[src/rtl/seg_pkg.sv]
// Shared constants, the hex-to-segment table and the control record
// for the multiplexed seven-segment scan driver.
package seg_pkg;

  localparam logic [7:0] SEG_OFF    = 8'hFF;
  localparam logic [7:0] AN_OFF     = 8'hFF;
  localparam int         MAX_DIGITS = 8;

  // Active-low segment patterns, bit order {g,f,e,d,c,b,a}
  localparam logic [6:0] HEX_TABLE [16] = '{
    7'h40, 7'h79, 7'h24, 7'h30, 7'h19, 7'h12, 7'h02, 7'h78,
    7'h00, 7'h10, 7'h08, 7'h03, 7'h46, 7'h21, 7'h06, 7'h0E
  };

  typedef struct packed {
    logic [2:0] bright;
    logic       lzSup;
  } ctrl_t;

  localparam ctrl_t CTRL_RESET = '{bright: 3'd7, lzSup: 1'b0};

endpackage

[src/rtl/seg_hex_decode.sv]
// Combinational nibble-to-segment decoder; point_i=1 lights the decimal point.
module seg_hex_decode
  import seg_pkg::*;
(
  input  logic [3:0] nibble_i,
  input  logic       point_i,
  output logic [7:0] seg_o
);

  always_comb begin
    seg_o = {~point_i, HEX_TABLE[nibble_i]};
  end

endmodule

[src/rtl/seg_scan_driver.sv]
// Time-multiplexed seven-segment driver with double-buffered data,
// blink, leading-zero suppression and PWM brightness.
module seg_scan_driver
  import seg_pkg::*;
#(
  parameter int DIGITS       = 4,
  parameter int SCAN_DIV     = 131072,
  parameter int BLINK_FRAMES = 32
) (
  input  logic                clk,
  input  logic                rst,
  input  logic [4*DIGITS-1:0] hexs,
  input  logic [DIGITS-1:0]   points,
  input  logic [DIGITS-1:0]   blanks,
  input  logic [DIGITS-1:0]   blinks,
  input  logic [2:0]          bright,
  input  logic                lz_sup,
  input  logic                load,
  output logic                updated,
  output logic [DIGITS-1:0]   AN,
  output logic [7:0]          SEGMENT
);

  localparam int CNT_W     = $clog2(SCAN_DIV);
  localparam int DIG_W     = (DIGITS > 1) ? $clog2(DIGITS) : 1;
  localparam int BLK_W     = (BLINK_FRAMES > 1) ? $clog2(BLINK_FRAMES) : 1;
  localparam int SLOT_STEP = SCAN_DIV / 8;
  localparam logic [CNT_W-1:0] CNT_LAST = CNT_W'(SCAN_DIV - 1);
  localparam logic [DIG_W-1:0] DIG_LAST = DIG_W'(DIGITS - 1);
  localparam logic [BLK_W-1:0] BLK_LAST = BLK_W'(BLINK_FRAMES - 1);

  logic [CNT_W-1:0]    divCnt_q, divCnt_d;
  logic [DIG_W-1:0]    digit_q, digit_d;
  logic [BLK_W-1:0]    frameCnt_q, frameCnt_d;
  logic                phase_q, phase_d;
  logic                pendFlag_q, pendFlag_d;

  logic [4*DIGITS-1:0] pendHex_q, pendHex_d, shHex_q, shHex_d;
  logic [DIGITS-1:0]   pendPoints_q, pendPoints_d, shPoints_q, shPoints_d;
  logic [DIGITS-1:0]   pendBlanks_q, pendBlanks_d, shBlanks_q, shBlanks_d;
  logic [DIGITS-1:0]   pendBlinks_q, pendBlinks_d, shBlinks_q, shBlinks_d;
  ctrl_t               pendCtrl_q, pendCtrl_d, shCtrl_q, shCtrl_d;

  logic [DIGITS-1:0]   an_q, an_d;
  logic [7:0]          seg_q, seg_d;

  logic                slotEnd, frameEnd;
  logic [DIGITS-1:0]   suppressed;
  logic                zeroRun;
  logic [CNT_W:0]      onLimit;
  logic                pwmOn, lit;
  logic [3:0]          curNib;
  logic                curPoint;
  logic [7:0]          decSeg;

  always_comb begin
    slotEnd    = (divCnt_q == CNT_LAST);
    frameEnd   = slotEnd && (digit_q == DIG_LAST);
    divCnt_d   = slotEnd ? '0 : divCnt_q + 1'b1;
    digit_d    = digit_q;
    frameCnt_d = frameCnt_q;
    phase_d    = phase_q;
    if (slotEnd) begin
      digit_d = (digit_q == DIG_LAST) ? '0 : digit_q + 1'b1;
    end
    if (frameEnd) begin
      frameCnt_d = (frameCnt_q == BLK_LAST) ? '0 : frameCnt_q + 1'b1;
      phase_d    = (frameCnt_q == BLK_LAST) ? ~phase_q : phase_q;
    end
  end

  // Shadow only changes on a frame boundary, so a frame never mixes two loads
  always_comb begin
    pendHex_d    = pendHex_q;
    pendPoints_d = pendPoints_q;
    pendBlanks_d = pendBlanks_q;
    pendBlinks_d = pendBlinks_q;
    pendCtrl_d   = pendCtrl_q;
    pendFlag_d   = pendFlag_q;
    shHex_d      = shHex_q;
    shPoints_d   = shPoints_q;
    shBlanks_d   = shBlanks_q;
    shBlinks_d   = shBlinks_q;
    shCtrl_d     = shCtrl_q;
    if (frameEnd && pendFlag_q) begin
      shHex_d    = pendHex_q;
      shPoints_d = pendPoints_q;
      shBlanks_d = pendBlanks_q;
      shBlinks_d = pendBlinks_q;
      shCtrl_d   = pendCtrl_q;
      pendFlag_d = 1'b0;
    end
    if (load) begin
      pendHex_d    = hexs;
      pendPoints_d = points;
      pendBlanks_d = blanks;
      pendBlinks_d = blinks;
      pendCtrl_d   = '{bright: bright, lzSup: lz_sup};
      pendFlag_d   = 1'b1;
    end
  end

  assign updated = frameEnd && pendFlag_q;

  // Leading zeros are dark from the top digit down; digit 0 always shows
  always_comb begin
    suppressed = '0;
    zeroRun    = shCtrl_q.lzSup;
    for (int i = DIGITS - 1; i > 0; i--) begin
      zeroRun       = zeroRun && (shHex_q[4*i +: 4] == 4'h0);
      suppressed[i] = zeroRun;
    end
  end

  assign onLimit  = (CNT_W+1)'((int'(shCtrl_q.bright) + 1) * SLOT_STEP);
  assign pwmOn    = ({1'b0, divCnt_q} < onLimit);
  assign curNib   = shHex_q[int'(digit_q)*4 +: 4];
  assign curPoint = shPoints_q[digit_q];

  seg_hex_decode u_dec (
    .nibble_i (curNib),
    .point_i  (curPoint),
    .seg_o    (decSeg)
  );

  always_comb begin
    lit   = !shBlanks_q[digit_q] && !(phase_q && shBlinks_q[digit_q])
            && !suppressed[digit_q] && pwmOn;
    an_d  = lit ? ~(DIGITS'(1) << digit_q) : AN_OFF[DIGITS-1:0];
    seg_d = lit ? decSeg : SEG_OFF;
  end

  always_ff @(posedge clk or negedge rst) begin
    if (!rst) begin
      divCnt_q     <= '0;
      digit_q      <= '0;
      frameCnt_q   <= '0;
      phase_q      <= 1'b0;
      pendFlag_q   <= 1'b0;
      pendHex_q    <= '0;
      pendPoints_q <= '0;
      pendBlanks_q <= '1;
      pendBlinks_q <= '0;
      pendCtrl_q   <= CTRL_RESET;
      shHex_q      <= '0;
      shPoints_q   <= '0;
      shBlanks_q   <= '1;
      shBlinks_q   <= '0;
      shCtrl_q     <= CTRL_RESET;
      an_q         <= AN_OFF[DIGITS-1:0];
      seg_q        <= SEG_OFF;
    end else begin
      divCnt_q     <= divCnt_d;
      digit_q      <= digit_d;
      frameCnt_q   <= frameCnt_d;
      phase_q      <= phase_d;
      pendFlag_q   <= pendFlag_d;
      pendHex_q    <= pendHex_d;
      pendPoints_q <= pendPoints_d;
      pendBlanks_q <= pendBlanks_d;
      pendBlinks_q <= pendBlinks_d;
      pendCtrl_q   <= pendCtrl_d;
      shHex_q      <= shHex_d;
      shPoints_q   <= shPoints_d;
      shBlanks_q   <= shBlanks_d;
      shBlinks_q   <= shBlinks_d;
      shCtrl_q     <= shCtrl_d;
      an_q         <= an_d;
      seg_q        <= seg_d;
    end
  end

  assign AN      = an_q;
  assign SEGMENT = seg_q;

endmodule

[config.mk]
export PLATFORM = sky130hd
export DESIGN_NAME = seg_scan_driver
export DESIGN_NICKNAME = d
export VERILOG_FILES = /design/src/rtl/seg_pkg.sv /design/src/rtl/seg_hex_decode.sv /design/src/rtl/seg_scan_driver.sv
export SDC_FILE = /design/constraint.sdc
export NUM_CORES = 1
export LEC_CHECK = 0
export BUFFER_PORTS_ARGS = -buffer_cell sky130_fd_sc_hd__buf_2
export CORE_UTILIZATION = 40
export DETAILED_ROUTE_END_ITERATION = 7
export PLACE_DENSITY = 0.63
export SLEW_MARGIN = 20
export SYNTH_ARGS = -nofsm -noshare
export SYNTH_HDL_FRONTEND = slang
export SYNTH_HIERARCHICAL = 1
export SYNTH_SLANG_ARGS = --single-unit
[constraint.sdc]
create_clock -name clk -period 2.4 [get_ports clk]
set_input_delay 0.36 -clock clk [delete_from_list [all_inputs] [get_ports clk]]
set_output_delay 0.36 -clock clk [all_outputs]
set_load 0.1 [all_outputs]
# Yosys cells after proc, flatten, opt, wreduce, memory -nomap -nowiden
# Memory sizes are Yosys's and may differ from the RTL's.
# Cells that the tools add are included.
[classes]
n_bitwise = 4
eq_ne = 3
mux = 17
reduce_logical = 17
n_mul = 0
n_lt_le_gt_ge = 3
shift = 2
add_sub_neg = 4
n_div = 0
[ops]
columns = ["operator", "n"]
rows = [
  ["$lt A17 B18 Y1", 1],
  ["$add A17 B1 Y17 const B", 1],
  ["$eq A17 B17 Y1 const B", 1],
  ["$mux W17", 1],
  ["$shiftx A16 B5 Y4", 1],
  ["$mux W7", 2],
  ["$logic_not A4 Y1", 3],
  ["$logic_and A1 B1 Y1", 9],
  ["$bmux W1 S2", 4],
  ["$mux W8", 1],
  ["$mux W1", 6],
  ["$add A5 B1 Y5 const B", 1],
  ["$eq A5 B5 Y1 const B", 1],
  ["$ge A5 B5 Y1 const B", 1],
  ["$mux W5", 1],
  ["$not A4 Y5", 1],
  ["$add A3 B1 Y4 const B", 1],
  ["$mux W4", 1],
  ["$not A4 Y4", 1],
  ["$shl A1 B2 Y4 const A", 1],
  ["$logic_not A1 Y1", 3],
  ["$lt A2 B3 Y1 const B", 1],
  ["$add A2 B1 Y2 const B", 1],
  ["$eq A2 B2 Y1 const B", 1],
  ["4 further kinds", 5],
]
[totals]
reg_bits = 102
romBits = 112
input_bits = 35
elab_cells = 70
out_inout_bits = 13
memories = 1
ramBits = 0
latchBits = 0
[memory_table]
columns = ["memory", "depth", "width", "read_ports", "rd_clocked_by_memory_dff", "wr", "line", "rtl"]
rows = [
  ["(name not given)", 16, 7, 1, 0, 0, "seg_hex_decode.sv:11", "seg_o = {~point_i, HEX_TABLE[nibble_i]};"],
]

# Logic depth before layout (Yosys ltp)
# Gate-level depths: netlist of run 1.
[depth]
word_depth = 10
ltp_mapped = 10
depth_no_buf = 9

# Cells and area by module
# Netlist of run 1, hierarchy kept.
[by_module_without_submodules]
columns = ["module", "instances", "cells_per_inst", "area_per_inst_um2", "seq_area_each_um2"]
rows = [
  ["seg_scan_driver", 1, 311, 4388.0, 2585.0],
  ["seg_hex_decode", 1, 36, 251.5, 0.0],
]

# Worst setup path before layout of run 1
# No wires, ideal clock.
[synth_path]
path_type = "reg-to-output"
from = "register divCnt_q[0]"
to = "output updated"
path_buffers = 2
t_required_ps = 2040
slack_ps = -651
t_arrival_ps = 2691
stages_incl_launch_ff = 10
path_cell_list = "dfrtp_1 ha_1 nand4_1 nor4_1 and3_1 ha_1 clkbuf_1 nand3_1 clkbuf_1 inv_1"
[synth_between]
elab_chain_len = 3
[synth_rtl]
columns = ["item", "line", "rtl"]
rows = [
  ["start, declared", "seg_scan_driver.sv:32", "logic [CNT_W-1:0] divCnt_q, divCnt_d;"],
  ["start signal, assigned", "seg_scan_driver.sv:153", "divCnt_q <= divCnt_d;"],
  ["$eq A17 B17 Y1", "seg_scan_driver.sv:57", "slotEnd = (divCnt_q == CNT_LAST);"],
  ["$logic_and A1 B1 Y1", "seg_scan_driver.sv:58", "frameEnd = slotEnd && (digit_q == DIG_LAST);"],
  ["$logic_and A1 B1 Y1", "seg_scan_driver.sv:103", "assign updated = frameEnd && pendFlag_q;"],
  ["end, declared", "seg_scan_driver.sv:19", "output logic updated,"],
]
# Every way passes these cells.

# Worst setup path after layout of run 1
[layout_path]
from = "register divCnt_q[8]"
to = "output updated"
# The elaborated chain is that of the path after synthesis.

==> results by group, run 1 <==
Routing
  • Routed len/inst: roughly 14 um
  • Iter 0 DRT Violations: between 70 and 80
  • DRC violations left: 0
  • DR pass1 iterations: 4
  • Metal2 WL: 3.707 mm
  • Post-DR vias/cell: between 5 and 6
  • Uppermost layer routed: met4
  • Metal3 WL: 301 um
  • WL met1: ~4 mm
  • Vias after detailed routing: approximately 2800
  • Antenna Nets Post-Route: 0
  • Post-Route WL: between 8 and 9 mm

Synthesis
  • Top-area cell type share of the netlist area: roughly two fifths
  • Mean Syn Cell Area: ~13 um^2
  • Cell with the most instances after synthesis: dfrtp_1
  • Warnings, synthesis: 6
  • Mapped Cells: ~350
  • Synth unique cells: 43
  • Prevailing post-synth register cell: dfrtp_1
  • Post-Syn Nets: 400
  • Seq cells post-synth: between 100 and 150
  • Async SR Flop Fraction: 100.0%
  • Sequential share of the synthesized area: 55.72%
  • EDFF count, synth: 0
  • Top post-synthesis cells by count: dfrtp_1, mux2_2, mux2_1
  • Synth top area cells: dfrtp_1, dfstp_2, mux2_2, mux2_1, ha_1
  • Cell Area, Synth: 4639 um^2
  • Yosys top cell by area: dfrtp_1

Floorplanning
  • Die height: roughly 110 um
  • I/O Pins: 48
  • Die W: approximately 110 um
  • Die area: approximately 12000 um^2
  • Starting density of the core: between 40% and 50%
  • Core footprint: between 10000 and 15000 um^2
  • Core Rows: 38

STA
  • Max-slew violations: 0
  • Final worst slack: approximately 0.037 ns
  • F_max: 423.2 MHz
  • Actual slew at the worst max-slew pin: around 0.74 ns
  • Worst Skew: between 0.007 and 0.008 ns
  • RSZ-0062 raised after global routing: yes
  • Period Utilization, post-route: just under 100%
  • Final hold violation count: 0
  • Crit path time final: around 2.4 ns
  • Final setup viols: 0
  • Slew margin rel.: 50.71%

Global route
  • Largest net degree at the start of global routing: just under 70
  • First-pass GRT wire length: 13.86 mm
  • Initial antenna violation count: 0
  • GR Overflow Total: 0
  • Total Routing Usage GR: 15.20%
  • Vias in the first global route: about 2800

Clock tree
  • CTS tree: built
  • CTS Buffer Depth: 2
  • Clock-pin slew on the worst setup and hold paths: roughly 0.070 ns
  • Clock Sinks: between 100 and 150
  • H-tree Lvls: 3
  • Total CTS buffers: 9
  • Root buffer cell: clkbuf_16
  • Clk_lat worst skew: 0.34 ns

Power
  • Clock Power Share: 42.0%
  • P_leak: approximately 0.0026 uW
  • Worst VDD drop: between 0.0004 and 0.0005 V
  • Sequential Power Share: a little over half
  • Psw: about 760 uW
  • Comb pwr share: roughly 4.0%
  • Switching part of the total: between 20% and 30%
  • PwrDens: ~600 nW/um^2
  • Internal Power: ~2600 uW

Placement
  • Cells after DPL: ~530
  • Number of port buffers: between 40 and 50
  • RePlAce Congestion: between 0.7 and 0.8
  • Placed Area: just over 5000 um^2
  • Hpwl dp: around 5.5 mm
  • Post-Place Setup Slack: -0.03708 ns

Layout
  • Post-Layout Cell Count: between 500 and 600
  • Fill cells: between 900 and 1000
  • Area growth syn-to-layout: 20.25%
  • Share of layout cells above drive strength 1: 41.94%
  • Design Area, Final: between 5000 and 6000 um^2
  • Diodes inserted: 0
  • NumNets Final: 470

Worst setup path
  • WP buf/inv: 2
  • Startpoint type of the worst setup path: flop
  • Reg2reg start: divCnt_q[8]
  • Crit path max-delay family: simple AND/OR/NAND/NOR gates
  • WP data required: a little over 2 ns
  • Reg2reg end: shHex_q[8]
  • CP max stage cell: dfrtp_1
  • WP data arrival: roughly 2.0 ns
  • Crit path capture: updated
  • Critical Path End Type: output pin
  • Class of the most critical setup path: flop to output pin
  • CP max FO: 4
  • Worst Setup SP: divCnt_q[8]
  • Crit path depth: 7
  • Slowest Stage Delay on Critical Path: around 0.42 ns
  • Worst Reg-to-Reg Cells: 9
  • R2r setup slk: 0.13 ns
  • Critical path, cell by cell: nand4_1, nor4_2, and3_4, ha_4, nand3_4, clkinvlp_4, buf_12

Run status
  • Outcome: finished clean

Hold path
  • Worst hold path class: input port to flop

Flow run
  • Max-Cap Viols: 0
==> worst register-to-register path, stage by stage (launching register included) <==
cell	delay, ns
dfrtp_1	0.42
nand4_1	0.16
nor4_2	0.34
and3_4	0.25
ha_4	0.15
nand3_4	0.07
buf_4	0.14
buf_4	0.14
buf_6	0.16
mux2_1	0.32
==> per-layer routing <==
metal / GRT usage [%] / vias to the layer above
met3: 2.490 / 15
met5: 0 / -
met2: 22.78 / 54
met4: 6.762 / 0
met1: 21.72 / 1403
li1: - / 1368
==> sequential cells by signal, summed over array words and instances (netlist names) <==
register,cells
divCnt_q,17
pendHex_q,16
shHex_q,16
SEGMENT,8
frameCnt_q,5
AN,4
pendBlanks_q,4
pendBlinks_q,4
pendCtrl_q,4
pendPoints_q,4
shBlanks_q,4
shBlinks_q,4
shCtrl_q,4
shPoints_q,4
digit_q,2
pendFlag_q,1
phase_q,1
==> layout by cell type (no fill, tap or decap), types with 2 or more instances in the layout <==
master and instances:
nor3_1 2, buf_12 2, mux2_2 36, o21ai_0 5, mux2_1 33, or4_1 2, inv_1 10, nor4_1 2
dfrtp_1 74, dfstp_2 26, mux2i_1 3, buf_6 2, inv_6 3, nand3_1 9, nand2b_2 7, nor2b_1 2
dfrtp_2 2, mux4_1 5, a21oi_1 3, o22ai_1 3, or4b_1 2, nand4_1 4, clkbuf_16 9, nor2_1 19
ha_4 2, xnor2_1 10, nand2_1 15, nand2_2 5, and3_1 2, ha_1 16, buf_4 24, nand2b_1 3
xor2_1 4, o21ai_1 7, buf_2 45, clkinv_4 3
==> what timing repair did <==
action                     in CTS  in global routing
setup buffers                  14                  5
setup endpoints to repair       2                 41
hold endpoints to repair       20                  0
gates resized for setup         5                  9
pin swaps                       4                  8
hold buffers                    1                  0
==> per-stage QoR <==
step | hold slack (ns) | total power (uW) | setup TNS (ns) | utilization, %
floorplan | 0.06441 | 1894 | 0 | -
global route | 0.2385 | 3484 | -0.08597 | 50.36
CTS | 0.2315 | 3394 | -0.1422 | 49.72
finish | 0.2368 | 3346 | 0 | 50.36
global placement | 0.3355 | 1973 | 0 | 45.81
detailed placement | 0.3381 | 1979 | -0.03708 | 45.81
==> cell families (layout without fill, tap and decap cells) <==
logic type | count (synthesis) | after routing | synth area share [%]
xor gates and xnor gates | 14 | 14 | 2.643
buffers and inverters | 26 | 101 | 2.616
adders and majority gates | 18 | 18 | 4.854
AOI/OAI and AO/OA | 27 | 27 | 3.992
DFF | 102 | 102 | 55.72
muxes | 78 | 78 | 20.71
and+or+nand+nor | 82 | 82 | 9.466
==> power by group through the flow <==
stage	clock (uW)	combinational (uW)	sequential (uW)
after floorplan	0	64.9	1830
after global placement	0	132	1840
after detailed placement	0	137	1840
after CTS	1450	138	1810
after global routing	1520	152	1820
final	1400	133	1810
==> area by class of cell <==
type,count,area [um^2],share of cell area (%)
sequential,102,2587,46.38
multi-input combinational,219,2004,35.93
timing repair buffer,74,478.0,8.567
clock buffer,9,225.2,4.037
tap,140,175.2,3.140
clock inverter,7,63.81,1.144
inverter,11,45.04,0.8074
==> worst min-delay path by stage <==
stage               from               to  cells past startpoint
2_1_floorplan        rst       digit_q[0]                      0
3_3_place_gp         rst     pendHex_q[0]                      1
3_5_place_dp         rst     pendHex_q[0]                      1
4_1_cts        blanks[2]  pendBlanks_q[2]                      2
5_1_grt          hexs[0]     pendHex_q[0]                      2
6_report       blanks[1]  pendBlanks_q[1]                      2
Power figures use the tool's default switching activity.
==> inputs of run 2 (changes only) <==
--- a/config.mk
+++ b/config.mk
@@ -7,5 +7,7 @@
 export LEC_CHECK = 0
 export BUFFER_PORTS_ARGS = -buffer_cell sky130_fd_sc_hd__buf_2
+export CORE_MARGIN = 1.5
 export CORE_UTILIZATION = 40
+export CTS_CLUSTER_DIAMETER = 120
 export DETAILED_ROUTE_END_ITERATION = 7
 export PLACE_DENSITY = 0.63
==> constraint.sdc (replaced) <==
create_clock -name clk -period 2.4 [get_ports clk]
set_input_delay 0.36 -clock clk [delete_from_list [all_inputs] [get_ports clk]]
set_output_delay 0.36 -clock clk [all_outputs]
set_load 0.02 [all_outputs]
==> run 2 against run 1 <==
Against the previous run:
- design area shrank 0.99%
- via count shrank 2.5%
- die area grew 1.8%
- total power grew 2.2%
- critical endpoint unchanged
- highest routed layer unchanged
==> results by group, run 2 (synthesis gave the netlist of run 1 again) <==
Power
  • Worst VDD drop: 0.0004232 V (+4.1%)
  • P_leak: 0.002561 uW (-0.45%)
  • PwrDens: 618.9 nW/um^2 (+3.2%)
  • Final Power: 3419 uW (+2.2%)

Worst setup path
  • Worst Reg-to-Reg Cells: 9 (unchanged)
  • Reg2reg start: divCnt_q[1]
  • R2r setup slk: 0.26 ns (+0.13 ns)
  • Reg2reg end: shHex_q[7]
  • Class of the most critical setup path: flop to output pin
  • Startpoint type of the worst setup path: flop
  • WP data required: 2.04 ns (about the same)
  • WP data arrival: 1.90 ns (-0.10 ns)
  • CP max FO: 3 (-1)
  • Critical Path End Type: output pin

Clock tree
  • Total CTS buffers: 9 (unchanged)
  • Root buffer cell: clkbuf_16
  • Clk_lat worst skew: 0.34 ns (about the same)
  • Clock-pin slew on the worst setup and hold paths: 0.07 ns (about the same)
  • CTS tree: built
  • H-tree Lvls: 3 (unchanged)
  • CTS Buffer Depth: 2 (unchanged)
  • Clock Sinks: 102 (unchanged)

Global route
  • GR Overflow Total: 0 (unchanged)
  • Initial antenna violation count: 0 (unchanged)
  • First-pass GRT wire length: 14.01 mm (+1.1%)
  • Total Routing Usage GR: 14.11% (-1.1 points)
  • Vias in the first global route: 2923 (+3.3%)
  • Largest net degree at the start of global routing: 67 (-2.9%)

Layout
  • Reg with most FFs: divCnt_q
  • Most frequent cells in the layout: dfrtp_1, buf_2, mux2_2, mux2_1, dfstp_2
  • Post-Layout Cell Count: 558 (-0.71%)
  • Max reg flops: 17 (unchanged)
  • NumNets Final: 463 (-1.5%)
  • Design Area, Final: 5524 um^2 (-0.99%)
  • Top flop regs: divCnt_q: 17 flops, pendHex_q: 16 flops, shHex_q: 16 flops
  • Diodes inserted: 0 (unchanged)
  • Area growth syn-to-layout: 19.07%
  • Commonest non-fill, non-tap cell in the layout: dfrtp_1
  • Share of layout cells above drive strength 1: 39.76% (-2.2 points)

STA
  • Final hold violation count: 0 (unchanged)
  • RSZ-0062 raised after global routing: no
  • Final setup viols: 0 (unchanged)
  • Crit path time final: 2.264 ns (-0.09882 ns)
  • Max-slew violations: 0 (unchanged)
  • Slew margin rel.: 50.88% (+0.17 points)
  • F_max: 441.6 MHz (+4.4%)
  • TNS Setup: 0 ns (unchanged)
  • Worst Skew: 0.006657 ns (-0.0003434 ns)
  • Period Utilization, post-route: 94.35% (-4.1 points)
  • Actual slew at the worst max-slew pin: 0.7368 ns (-0.002518 ns)

Floorplanning
  • Die W: 110.7 um (+0.91%)
  • Core Rows: 39 (+2.6%)
  • Starting density of the core: 40.81% (-1.1 points)
  • Core footprint: 11370 um^2 (+2.6%)
  • Die area: 12250 um^2 (+1.8%)
  • I/O Pins: 48 (unchanged)
  • Die height: 110.7 um (+0.91%)

Routing
  • DRC violations left: 0 (unchanged)
  • Routed len/inst: 14.24 um (-1.4%)
  • Post-Route WL: 7.947 mm (-2.1%)
  • Post-DR vias/cell: 4.964 (-1.8%)
  • Iter 0 DRT Violations: 98 (+26%)
  • Vias after detailed routing: 2770 (-2.5%)
  • Antenna Nets Post-Route: 0 (unchanged)
  • DR pass1 iterations: 4 (unchanged)

Placement
  • Number of port buffers: 47 (unchanged)
  • RePlAce Congestion: 0.8118 (+2.8%)
  • Placed Area: 5122 um^2 (+0.94%)
  • Hpwl dp: 5.691 mm (+2.6%)
  • Cells after DPL: 535 (+1.5%)

Hold path
  • Worst hold path class: input port to flop
  • Min-Delay Startpoint: blanks[2]
  • Hold path endpoint: pendBlanks_q[2]
  • Hold Crit Depth: 2 (unchanged)

Flow run
  • Max-Cap Viols: 0 (unchanged)

Run status
  • Outcome: finished clean
==> run 2: changes by cell type in the layout (fill, tap and decap cells not counted), sizes merged <==
cell,previous run,this run
clkinv,3,0
bufinv,0,1
clkinvlp,1,4
buf,73,66
inv,14,12
clkbuf,9,10
==> run 2: worst max-delay path, cell delays in order (launching register included) <==
cell and delay (ns):
dfrtp_1 0.37, ha_2 0.19, nand4_1 0.16, nor4_4 0.20
and3_1 0.23, ha_4 0.15, nand3_4 0.06, inv_1 0.06
buf_2 0.15
==> run 2: cell type report <==
type	instances	area (um^2)
multi-input combinational	219	1983
fill	978	5846
timing repair buffer	67	427.9
sequential	102	2585
clock inverter	6	68.82
inverter	11	41.29
tap	143	178.9
clock buffer	10	239.0
==> run 2: worst max path at each step <==
stage	start	cells past startpoint	endpoint	slack, ns
final	divCnt_q[1]	8	updated	0.14
after global placement	divCnt_q[0]	8	shHex_q[13]	0.13
after global routing	divCnt_q[1]	8	updated	0.01
after detailed placement	divCnt_q[0]	10	frameCnt_q[3]	0.03
after CTS	divCnt_q[1]	8	updated	0.007
after floorplan	divCnt_q[0]	9	updated	0.1
==> run 2: repair_timing <==
item	in CTS	in global routing
pin swaps	2	3
endpoints found under the setup margin	1	6
hold buffers	1	0
resized for setup	3	4
setup buffers	4	2
endpoints found under the hold margin	22	0
==> run 2: report_power, final <==
group | leakage (uW) | switching [uW] | internal (uW)
Clock | 0.000137 | 634 | 840
Sequential | 0.00126 | 28.4 | 1780
Combinational | 0.00117 | 62.5 | 70.8
==> run 2: layer usage <==
| layer | share of wire (%) | vias up | GRT usage [%] |
|---|---|---|---|
| met5 | 0 | - | 0 |
| met1 | 48 | 1368 | 19.08 |
| li1 | - | 1350 | - |
| met2 | 47 | 43 | 22.51 |
| met3 | 3.5 | 9 | 3.116 |
| met4 | 1.2 | 0 | 4.957 |
==> run 2: stage by stage <==
step / hold slack (ns) / util (%) / setup WS [ns]
after detailed placement: 0.3578 / 45.05 / 0.02949
after floorplan: 0.06441 / - / 0.09554
final: 0.2400 / 48.59 / 0.1356
after CTS: 0.2262 / 48.28 / 0.007083
after global routing: 0.2425 / 48.59 / 0.01261
after global placement: 0.3503 / 45.05 / 0.1327
==> inputs of run 3 (changes only) <==
ABC_AREA = 1   (was unset)
==> run 3 against run 2 <==
Against the previous run:
- the flow now finishes with violations (design-rule violations)
- via count rose by 27%
- clock skew rose by 0.0034 ns
- design area rose by 1.0%
- clock power barely moved
- die area rose by 2.5%
- global-route usage rose by 1.4 points
- sequential share of layout area fell by 0.48 points
- total power barely moved
- critical path depth rose by 3
- sequential power barely moved
- final cell count rose by 32%
- critical path type unchanged
- largest cell class unchanged
- highest routed layer unchanged
==> results by group, run 3 <==
Routing
  • Routed len/inst: 12.20 um (-14%)
  • DR pass1 iterations: 6 (+2)
  • Antenna Nets Post-Route: 0 (unchanged)
  • Post-DR vias/cell: 4.771 (-3.9%)
  • Post-Route WL: 8.988 mm (+13%)
  • Iter 0 DRT Violations: 166 (+69%)
  • DRC violations left: 6 (+6)
  • Vias after detailed routing: 3516 (+27%)

Power
  • PwrDens: 612.7 nW/um^2 (-1.0%)
  • Comb pwr share: 4.2% (+0.3 points)
  • P_leak: 0.002758 uW (+7.7%)
  • Switching part of the total: 21.86% (+0.66 points)
  • Psw: 747.6 uW (+3.1%)
  • Worst VDD drop: 0.0005101 V (+21%)
  • Sequential Power Share: 52.5% (-0.5 points)
  • Internal Power: 2672 uW (-0.81%)
  • Clock Power Share: 43.4% (+0.3 points)

STA
  • Final setup viols: 0 (unchanged)
  • Actual slew at the worst max-slew pin: 0.5900 ns (-0.1468 ns)
  • Worst Skew: 0.01002 ns (+0.003368 ns)
  • Slew margin rel.: 60.66% (+9.8 points)
  • F_max: 435.4 MHz (-1.4%)
  • Period Utilization, post-route: 95.70% (+1.3 points)
  • Crit path time final: 2.297 ns (+0.03235 ns)
  • Final hold violation count: 0 (unchanged)
  • Max-slew violations: 0 (unchanged)
  • Final worst slack: 0.1032 ns (-0.03235 ns)

Synthesis
  • Post-Synth Simple-Gate Area: 18.99% (+9.5 points)
  • Mean Syn Cell Area: 8.978 um^2 (-33%)
  • Top post-synthesis cells by count: nand2_1, dfrtp_1, inv_1
  • Seq cells post-synth: 102 (unchanged)
  • Prevailing post-synth register cell: dfrtp_1
  • Sequential share of the synthesized area: 54.33% (-1.4 points)
  • Synth unique cells: 32 (-26%)
  • EDFF count, synth: 0 (unchanged)
  • Warnings, synthesis: 6 (unchanged)
  • Synth top area cells: dfrtp_1, dfstp_2, nand2_1, o21ai_0, inv_1
  • Cell Area, Synth: 4758 um^2 (+2.6%)
  • Mux share of post-synthesis cell area: 1.893% (-19 points)
  • Synth Area in XOR/XNOR: 0.9203% (-1.7 points)
  • Async SR Flop Fraction: 100.0% (unchanged)
  • Top-area cell type share of the netlist area: 39.97% (-1.0 points)
  • Adder-cell share of the synthesized area: 4.733% (-0.12 points)
  • Compound-Gate Fraction of Synth Area: 10.70% (+6.7 points)
  • Yosys top cell by area: dfrtp_1
  • Main combinational cell family by area after synthesis: simple AND/OR/NAND/NOR gates
  • Post-Syn Nets: 583 (+46%)
  • Mapped Cells: 530 (+53%)
  • Cell with the most instances after synthesis: nand2_1

Floorplanning
  • Die W: 112.1 um (+1.2%)
  • Core footprint: 11520 um^2 (+1.3%)
  • Core Rows: 39 (unchanged)
  • Die height: 112.1 um (+1.2%)
  • Starting density of the core: 41.32% (+0.51 points)
  • Die area: 12560 um^2 (+2.5%)
  • I/O Pins: 48 (unchanged)

Clock tree
  • Cts hold-fix bufs: 0 (-1)
  • Clock-pin slew on the worst setup and hold paths: 0.07 ns (about the same)
  • Clk_lat worst skew: 0.35 ns (about the same)
  • CTS tree: built
  • CTS Buffer Depth: 2 (unchanged)
  • Root buffer cell: clkbuf_16
  • Total CTS buffers: 9 (unchanged)
  • Clock Sinks: 102 (unchanged)
  • H-tree Lvls: 3 (unchanged)

Global route
  • Largest net degree at the start of global routing: 57 (-15%)
  • Vias in the first global route: 3416 (+17%)
  • First-pass GRT wire length: 15.75 mm (+12%)
  • GR Overflow Total: 0 (unchanged)
  • Total Routing Usage GR: 15.53% (+1.4 points)
  • Initial antenna violation count: 0 (unchanged)

Placement
  • Hpwl dp: 6.377 mm (+12%)
  • Number of port buffers: 47 (unchanged)
  • RePlAce Congestion: 0.8085 (-0.41%)
  • Post-Place Setup Slack: 0.0008660 ns (-0.02862 ns)
  • Cells after DPL: 712 (+33%)

Worst setup path
  • WP buf/inv: 2 (unchanged)
  • Startpoint type of the worst setup path: flop
  • Class of the most critical setup path: flop to output pin
  • CP max stage cell: dfrtp_1
  • CP max FO: 3 (unchanged)
  • Reg2reg start: digit_q[0]
  • WP data arrival: 1.94 ns (+0.04 ns)
  • Crit path max-delay family: simple AND/OR/NAND/NOR gates
  • Reg2reg end: SEGMENT[3]
  • WP data required: 2.04 ns (about the same)
  • Slowest Stage Delay on Critical Path: 0.39 ns (+0.02 ns)
  • Critical path, cell by cell: ha_4, nand2_4, nor2_4, nand3_2, inv_2, nand3_2, nor2_1, ha_2, nand2_4, nor2_8, buf_6
  • R2r setup slk: 0.29 ns (+0.03 ns)
  • Critical Path End Type: output pin
  • Worst Reg-to-Reg Cells: 11 (+2)
  • Worst Setup SP: divCnt_q[1]

Run status
  • Outcome: complete, but fails checks
  • Violated checks: design-rule violations

Layout
  • Most frequent cells in the layout: nand2_1, dfrtp_1, inv_1, o21ai_0, buf_2
  • Top flop regs: divCnt_q: 17 flops, pendHex_q: 16 flops, shHex_q: 16 flops
  • Share of layout cells above drive strength 1: 24.24% (-16 points)
  • Area growth syn-to-layout: 17.30%
  • Max reg flops: 17 (unchanged)
  • Commonest non-fill, non-tap cell in the layout: nand2_1
  • NumNets Final: 642 (+39%)
  • Post-Layout Cell Count: 737 (+32%)
  • Reg with most FFs: divCnt_q
  • Diodes inserted: 0 (unchanged)

Flow run
  • Max-Cap Viols: 0 (unchanged)

Hold path
  • Worst hold path class: input port to asynchronous set/reset pin
## run 3: timing repair
action / CTS / global route
endpoints found under the hold margin: 0 / 0
pin swaps: 2 / 5
buffers inserted: 6 / 3
endpoints found under the setup margin: 4 / 27
resized for setup: 5 / 11
## run 3: layout make-up
class	instances	area, um^2
fillers	1105	5934
clock inverters	6	68.82
repair buffers	70	429.2
well taps	143	178.9
clock buffers	10	239.0
flip-flops and latches	102	2585
multi-input cells	337	1819
inverters	69	261.5
## run 3: kinds of logic (layout without fill, tap and decap cells)
| family | after synthesis | after routing |
|---|---|---|
| compound gates | 95 | 95 |
| xor+xnor | 5 | 5 |
| fa+ha+maj | 18 | 18 |
| buf+inv | 91 | 155 |
| flops | 102 | 102 |
| mux | 8 | 8 |
| simple gates | 211 | 211 |
## run 3: worst reg2reg max path, cell delays in order, from the launching register on
cell,delay (ns)
dfrtp_1,0.55
nor2_1,0.09
o32ai_1,0.47
inv_1,0.20
ha_1,0.35
inv_1,0.04
nand2_1,0.04
nand2_1,0.05
nand2_1,0.05
nand2_1,0.05
inv_1,0.04
nand4_1,0.08
## run 3: worst max-delay path by stage
stage,to,slack [ns],depth (start not counted)
final,updated,0.10,11
after global routing,updated,-0.02,11
after CTS,updated,0.01,10
after detailed placement,shPoints_q[3],0.0009,12
after global placement,shPoints_q[3],0.11,12
after floorplan,updated,0.16,11
## run 3: per-stage QoR
stage / utilization [%] / hold WS [ns] / cell area, um^2 / setup TNS, ns / total power, uW
global placement: 44.72 / 0.4005 / 5150 / 0 / 1966
detailed placement: 44.72 / 0.4079 / 5150 / 0 / 1973
global route: 48.47 / 0.06015 / 5582 / -0.02158 / 3564
finish: 48.47 / 0.01637 / 5582 / 0 / 3420
floorplan: - / 0.06441 / 4758 / 0 / 1884
CTS: 47.92 / 0.03365 / 5519 / 0 / 3477
## run 3: power groups by stage
stage / Combinational [uW] / Sequential (uW) / Clock [uW]
floorplan: 64.1 / 1820 / 0
CTS: 148 / 1790 / 1530
global placement: 142 / 1820 / 0
detailed placement: 147 / 1830 / 0
global route: 168 / 1800 / 1600
finish: 142 / 1790 / 1480
## run 3: routing by layer
metal  global-route usage (%)  wire length [um]
met5                        0                 0
met1                    20.98              4397
met4                    5.654                80
met2                    24.73              4235
met3                    3.618               275
